$ cat config.mk
export PLATFORM = sky130hd
export DESIGN_NAME = mod_n_counter_ctrl_flat
export DESIGN_NICKNAME = d
export VERILOG_FILES = /design/src/rtl/mod_n_counter_ctrl_if.sv /design/src/rtl/mod_n_counter_ctrl.sv /design/src/flat_wrapper.sv
export SDC_FILE = /design/constraint.sdc
export NUM_CORES = 1
export LEC_CHECK = 0
export CORE_MARGIN = 1
export CORE_UTILIZATION = 39
export CTS_CLUSTER_SIZE = 12
export DETAILED_ROUTE_END_ITERATION = 10
export PLACE_DENSITY = 0.85
export SLEW_MARGIN = 10
export SYNTH_ARGS = -nofsm -noshare
export SYNTH_HDL_FRONTEND = slang
export SYNTH_SLANG_ARGS = --single-unit
$ cat constraint.sdc
create_clock -name clk -period 1.6 [get_ports clk]
set_input_delay 0.48 -clock clk [delete_from_list [all_inputs] [get_ports clk]]
set_output_delay 0.48 -clock clk [all_outputs]
set_load 0.03 [all_outputs]
$ cat src/rtl/mod_n_counter_ctrl_if.sv
// Configuration handshake bundle for mod_n_counter_ctrl.
// Master offers a modulus/mode; slave reports ready and bad-modulus errors.
interface mod_n_counter_ctrl_if #(
  parameter int WIDTH = 4
);
  logic             cfg_valid;
  logic             cfg_ready;
  logic [WIDTH-1:0] cfg_n;
  logic             cfg_oneshot;
  logic             cfg_err;

  modport master (
    output cfg_valid,
    output cfg_n,
    output cfg_oneshot,
    input  cfg_ready,
    input  cfg_err
  );

  modport slave (
    input  cfg_valid,
    input  cfg_n,
    input  cfg_oneshot,
    output cfg_ready,
    output cfg_err
  );
endinterface

$ cat src/rtl/mod_n_counter_ctrl.sv
// Run controller wrapping a mod-N up counter with start/pause/stop.
// Define MODN_CTRL_IRQ_EN to enable the sticky terminal-count irq.
module mod_n_counter_ctrl #(
  parameter int WIDTH     = 4,
  parameter int DEFAULT_N = 10
) (
  input  logic                clk,
  input  logic                reset,
  mod_n_counter_ctrl_if.slave cfg,
  input  logic                start,
  input  logic                stop,
  input  logic                pause,
  input  logic                irq_clr,
  output logic [WIDTH-1:0]    count,
  output logic [WIDTH-1:0]    n_active,
  output logic                tc,
  output logic                busy,
  output logic                done,
  output logic                irq
);

  typedef enum logic [1:0] {
    IDLE = 2'd0,
    RUN  = 2'd1,
    HOLD = 2'd2,
    DONE = 2'd3
  } state_t;

  localparam logic [WIDTH-1:0] RST_N = WIDTH'(DEFAULT_N);
  localparam logic [WIDTH-1:0] ONE   = WIDTH'(1);
  localparam logic [WIDTH-1:0] TWO   = WIDTH'(2);

  state_t           state_q;
  state_t           state_d;
  logic [WIDTH-1:0] count_d;
  logic             mode_q;
  logic             err_q;
  logic             acc;
  logic             cfg_ok;
  logic             at_last;
  logic             wrap;

  assign cfg.cfg_ready = (state_q == IDLE) || (state_q == DONE);
  assign cfg.cfg_err   = err_q;
  assign busy          = (state_q == RUN) || (state_q == HOLD);
  assign done          = (state_q == DONE);

  assign acc     = cfg.cfg_valid && cfg.cfg_ready;
  assign cfg_ok  = (cfg.cfg_n >= TWO);
  assign at_last = (count == (n_active - ONE));

  // Next state and next count; stop outranks every other request
  always_comb begin
    state_d = state_q;
    count_d = count;
    wrap    = 1'b0;
    unique case (state_q)
      IDLE: begin
        if (!stop && start) begin
          state_d = RUN;
        end
      end
      RUN: begin
        if (stop) begin
          state_d = IDLE;
          count_d = '0;
        end else if (pause) begin
          state_d = HOLD;
        end else if (at_last) begin
          count_d = '0;
          wrap    = 1'b1;
          state_d = mode_q ? DONE : RUN;
        end else begin
          count_d = count + ONE;
        end
      end
      HOLD: begin
        if (stop) begin
          state_d = IDLE;
          count_d = '0;
        end else if (!pause) begin
          state_d = RUN;
        end
      end
      DONE: begin
        if (stop) begin
          state_d = IDLE;
        end else if (start) begin
          state_d = RUN;
        end else if (acc) begin
          state_d = IDLE;
        end
      end
      default: begin
        state_d = IDLE;
        count_d = '0;
      end
    endcase
  end

  // State register
  always_ff @(posedge clk) begin
    if (reset) begin
      state_q <= IDLE;
    end else begin
      state_q <= state_d;
    end
  end

  // Counter, terminal-count pulse and error pulse
  always_ff @(posedge clk) begin
    if (reset) begin
      count <= '0;
      tc    <= 1'b0;
      err_q <= 1'b0;
    end else begin
      count <= count_d;
      tc    <= wrap;
      err_q <= acc && !cfg_ok;
    end
  end

  // Modulus and mode; a rejected modulus leaves both untouched
  always_ff @(posedge clk) begin
    if (reset) begin
      n_active <= RST_N;
      mode_q   <= 1'b0;
    end else if (acc && cfg_ok) begin
      n_active <= cfg.cfg_n;
      mode_q   <= cfg.cfg_oneshot;
    end
  end

`ifdef MODN_CTRL_IRQ_EN
  // Sticky irq; a wrap on the same edge as irq_clr keeps it set
  always_ff @(posedge clk) begin
    if (reset) begin
      irq <= 1'b0;
    end else if (wrap) begin
      irq <= 1'b1;
    end else if (irq_clr) begin
      irq <= 1'b0;
    end
  end
`else
  logic irq_clr_unused;
  assign irq_clr_unused = irq_clr;
  assign irq            = 1'b0;
`endif

endmodule

$ cat src/flat_wrapper.sv
// flat-port wrapper written by rule: the top's interface ports become plain ports
module mod_n_counter_ctrl_flat 
#(
  parameter int WIDTH     = 4,
  parameter int DEFAULT_N = 10
)
  (clk, reset, start, stop, pause, irq_clr, count, n_active, tc, busy, done, irq, cfg_cfg_valid, cfg_cfg_n, cfg_cfg_oneshot, cfg_cfg_ready, cfg_cfg_err);
  mod_n_counter_ctrl_if #(.WIDTH(WIDTH)) cfg_i ();
  input  logic clk;
  input  logic reset;
  input  logic start;
  input  logic stop;
  input  logic pause;
  input  logic irq_clr;
  output logic [WIDTH-1:0] count;
  output logic [WIDTH-1:0] n_active;
  output logic tc;
  output logic busy;
  output logic done;
  output logic irq;
  input wire logic [$bits(cfg_i.cfg_valid)-1:0] cfg_cfg_valid;
  input wire logic [$bits(cfg_i.cfg_n)-1:0] cfg_cfg_n;
  input wire logic [$bits(cfg_i.cfg_oneshot)-1:0] cfg_cfg_oneshot;
  output wire logic [$bits(cfg_i.cfg_ready)-1:0] cfg_cfg_ready;
  output wire logic [$bits(cfg_i.cfg_err)-1:0] cfg_cfg_err;
  assign cfg_i.cfg_valid = cfg_cfg_valid;
  assign cfg_i.cfg_n = cfg_cfg_n;
  assign cfg_i.cfg_oneshot = cfg_cfg_oneshot;
  assign cfg_cfg_ready = cfg_i.cfg_ready;
  assign cfg_cfg_err = cfg_i.cfg_err;
  mod_n_counter_ctrl #(.WIDTH(WIDTH), .DEFAULT_N(DEFAULT_N)) u_core (.clk(clk), .reset(reset), .cfg(cfg_i), .start(start), .stop(stop), .pause(pause), .irq_clr(irq_clr), .count(count), .n_active(n_active), .tc(tc), .busy(busy), .done(done), .irq(irq));
endmodule
==> results.md <==
* Pwr dens at 965 mW/mm²
* Chip Height at 45.7 µm
* Dpl hpwl at 1370 µm
* Syn Area/Cell at 9.08 µm²
* Crit-path most repeated cell: inv_2
* Initial Util at 42.2%
* Comb pwr share at 52.3%
* Per-cell routed wire length at 13.6 µm
* Clock Sinks at 13
* Fraction of layout cells with a size suffix above 1 at 45.2%
* H-tree level count at 1
* Routed WL at 2050 µm
* DRC viols at 0
* Number of max-cap violations at 0
* Vias in the first global route at 756
* CTS tree: done
* Drt pass-1 iters at 4
* Clock share of power at 16.8%
* Clock transition at path regs at 0.07 ns
* Clk_lat worst skew at 0.28 ns
* PnR worst setup slack at -0.000386 ns
* Sw Pwr at 0.000463 W
* Hold buffer count at cts at 0
* Total Routing Usage GR at 22.1%
* Lkg Pwr at 0.582 nW
* Worst-case clock skew at 0.00794 ns
* Largest net degree at the start of global routing at 12
* Synthesized area at 744 µm²
* Worst EP arrival at 1.12 ns
* Final setup viols at 1
* Final Critical Period at 1.60 ns
* Initial antenna violation count at 0
* Max Buffers Root-to-Sink at 2
* Most common cell after layout, fill and taps aside: buf_4
* WS Path Type: flip-flop to output port
* Final Wtd Congestion at 0.767
* Port Buffers at 23
* Outcome: finished, violations left
* Synth Warn # at 0
* Most frequent cells in the layout: 20 x buf_4, 9 x clkdlybuf4s50_1, 9 x dfxtp_1
* Maximum vdd drop at 917 µV
* Root buffer cell: clkbuf_4
* Syn nets at 100
* Vias at 771
* Final Core Density at 72.9%
* Worst Setup Start Kind: flip-flop
* Ordered list of cells on the worst path: inv_2 > ha_4 > inv_2 > buf_6
* Area Growth Syn to Fin at 72.8%
* Via density at 5.11
* Buffers & Inverters on Critical Path at 3
* RSZ-0062 raised after global routing: yes
* Core Footprint at 0.00176 mm²
* CP top delay family: flip-flops
* #FFs+latches synth at 13
* Fin. max-slew vios at 0
* Die area at 0.00209 mm²
* Crit-path max FO at 3
* Final hold vios at 0
* Switching part of the total at 37.3%
* CP max stage cell: dfxtp_2
* Num CTS Buffers at 3
* Syn Inst Count at 82
* Failing checks: setup timing
* Crit. End Element: output port
* CP max stage delay at 0.34 ns
* Hold_ws at 0.529 ns
* Fin crit share at 100%
* ANT nets after route at 0
* Maximum clock frequency at 625 MHz
* Initial DRC Count at 11
* Critical Path RT at 1.12 ns
* Reg power frac at 30.9%
* Gr ovfl total at 0
* Num rows at 15
* Top Ports at 26
* First-pass GRT wire length at 3200 µm
* P_int at 0.000778 W
* Final net count at 145
* Hold Crit Class: flip-flop to flip-flop
* Final Power at 0.00124 W
* Die width at 45.7 µm
* Netlist cell types at 32
* # diodes at 0
* Register area share after synthesis at 35.0%
-- kinds of logic after synthesis --
family | count (synthesis) | synth area share [%]
flops | 13 | 35.0
xor+xnor | 5 | 7.73
other cells | 1 | 0.504
compound gates | 17 | 16.5
fa+ha+maj | 6 | 10.1
buf+inv | 9 | 5.04
mux | 4 | 5.38
simple gates | 27 | 19.8
-- final timing paths --
check	from	to	slack [ns]	depth (start not counted)
max	u_core.state_q[1]	cfg_cfg_ready	-0.0004	4
min	u_core.mode_q	u_core.mode_q	0.53	2
max reg2reg	u_core.n_active[0]	u_core.count[3]	0.01	7
min reg2reg	u_core.mode_q	u_core.mode_q	0.53	2
-- stage by stage --
| step | TNS, ns | setup WS (ns) | cells | area [µm²] |
|---|---|---|---|---|
| floorplan | -0.0154 | -0.0154 | 82 | 757 |
| finish | -0.000386 | -0.000386 | 151 | 1290 |
| global placement | -2.08 | -0.248 | 141 | 1090 |
| global route | -0.178 | -0.0655 | 151 | 1290 |
| CTS | -0.0111 | -0.0111 | 150 | 1220 |
| detailed placement | -2.45 | -0.300 | 141 | 1090 |
-- registers in the layout, summed over array words and instances, names as in the netlist --
signal              flops
u_core.tc               1
u_core.state_q          2
u_core.n_active         4
u_core.count            4
u_core.mode_q           1
u_core.cfg.cfg_err      1
-- area by class of cell --
type / instances / area (µm²)
Fill cell: 139 / 478
Timing Repair Buffer: 42 / 364
Multi-Input combinational cell: 60 / 566
Sequential cell: 13 / 270
Clock buffer: 4 / 26.3
Tap cell: 25 / 31.3
Inverter: 7 / 28.8
-- layer usage --
layer	wire length (µm)	track usage, %
met1	847	24.6
met2	1080	38.9
met3	71	3.17
met4	50	14.1
met5	0	0
-- power by group through the flow --
stage                     Combinational [W]  Clock, W  Sequential [W]
after floorplan                    0.000262         0        0.000424
after global placement             0.000451         0        0.000387
after detailed placement           0.000470         0        0.000388
after CTS                          0.000571  0.000211        0.000382
after global routing               0.000692  0.000223        0.000388
final                              0.000649  0.000208        0.000383
-- cell usage after synthesis --
master    instances  share of area (%)
a221o_1           2                2.7
nor2_1            8                4.0
conb_1            1               0.50
dfxtp_1          13                 35
a21oi_1           3                2.0
a22oi_1           1                1.0
nor3_1            1               0.67
ha_1              6                 10
xnor3_1           1                3.0
clkbuf_1          1               0.50
nor4b_1           1                1.2
inv_1             7                3.5
nand2_1           4                2.0
a22o_2            1                1.3
xnor2_1           2                2.4
o22ai_1           1               0.84
nand3_1           1               0.67
a211oi_2          1                1.7
nand2b_1          3                2.5
nor4_1            2                1.7
a21o_1            2                2.0
mux2i_1           4                5.4
nor3b_1           1                1.0
buf_4             1                1.0
nor3_2            1                1.3
nor2b_1           3                2.5
or3_1             1               0.84
o22a_1            1                1.2
o21a_1            1                1.0
o21ai_0           4                2.7
xor2_1            2                2.4
nand3_2           1                1.3
-- timing repair --
item,in CTS,in global routing
gates cloned,0,0
pin swaps,6,1
endpoints found under the setup margin,13,10
buffers inserted,5,1
endpoints found under the hold margin,0,0
gates resized for setup,25,16
-- tightest hold or removal path, delay by kind of cell, from the launching register on --
kind / cells / cell delay (ns)
and+or+nand+nor: 1 / 0.08
DFF: 1 / 0.34
muxes: 1 / 0.07
Power figures use the tool's default switching activity.
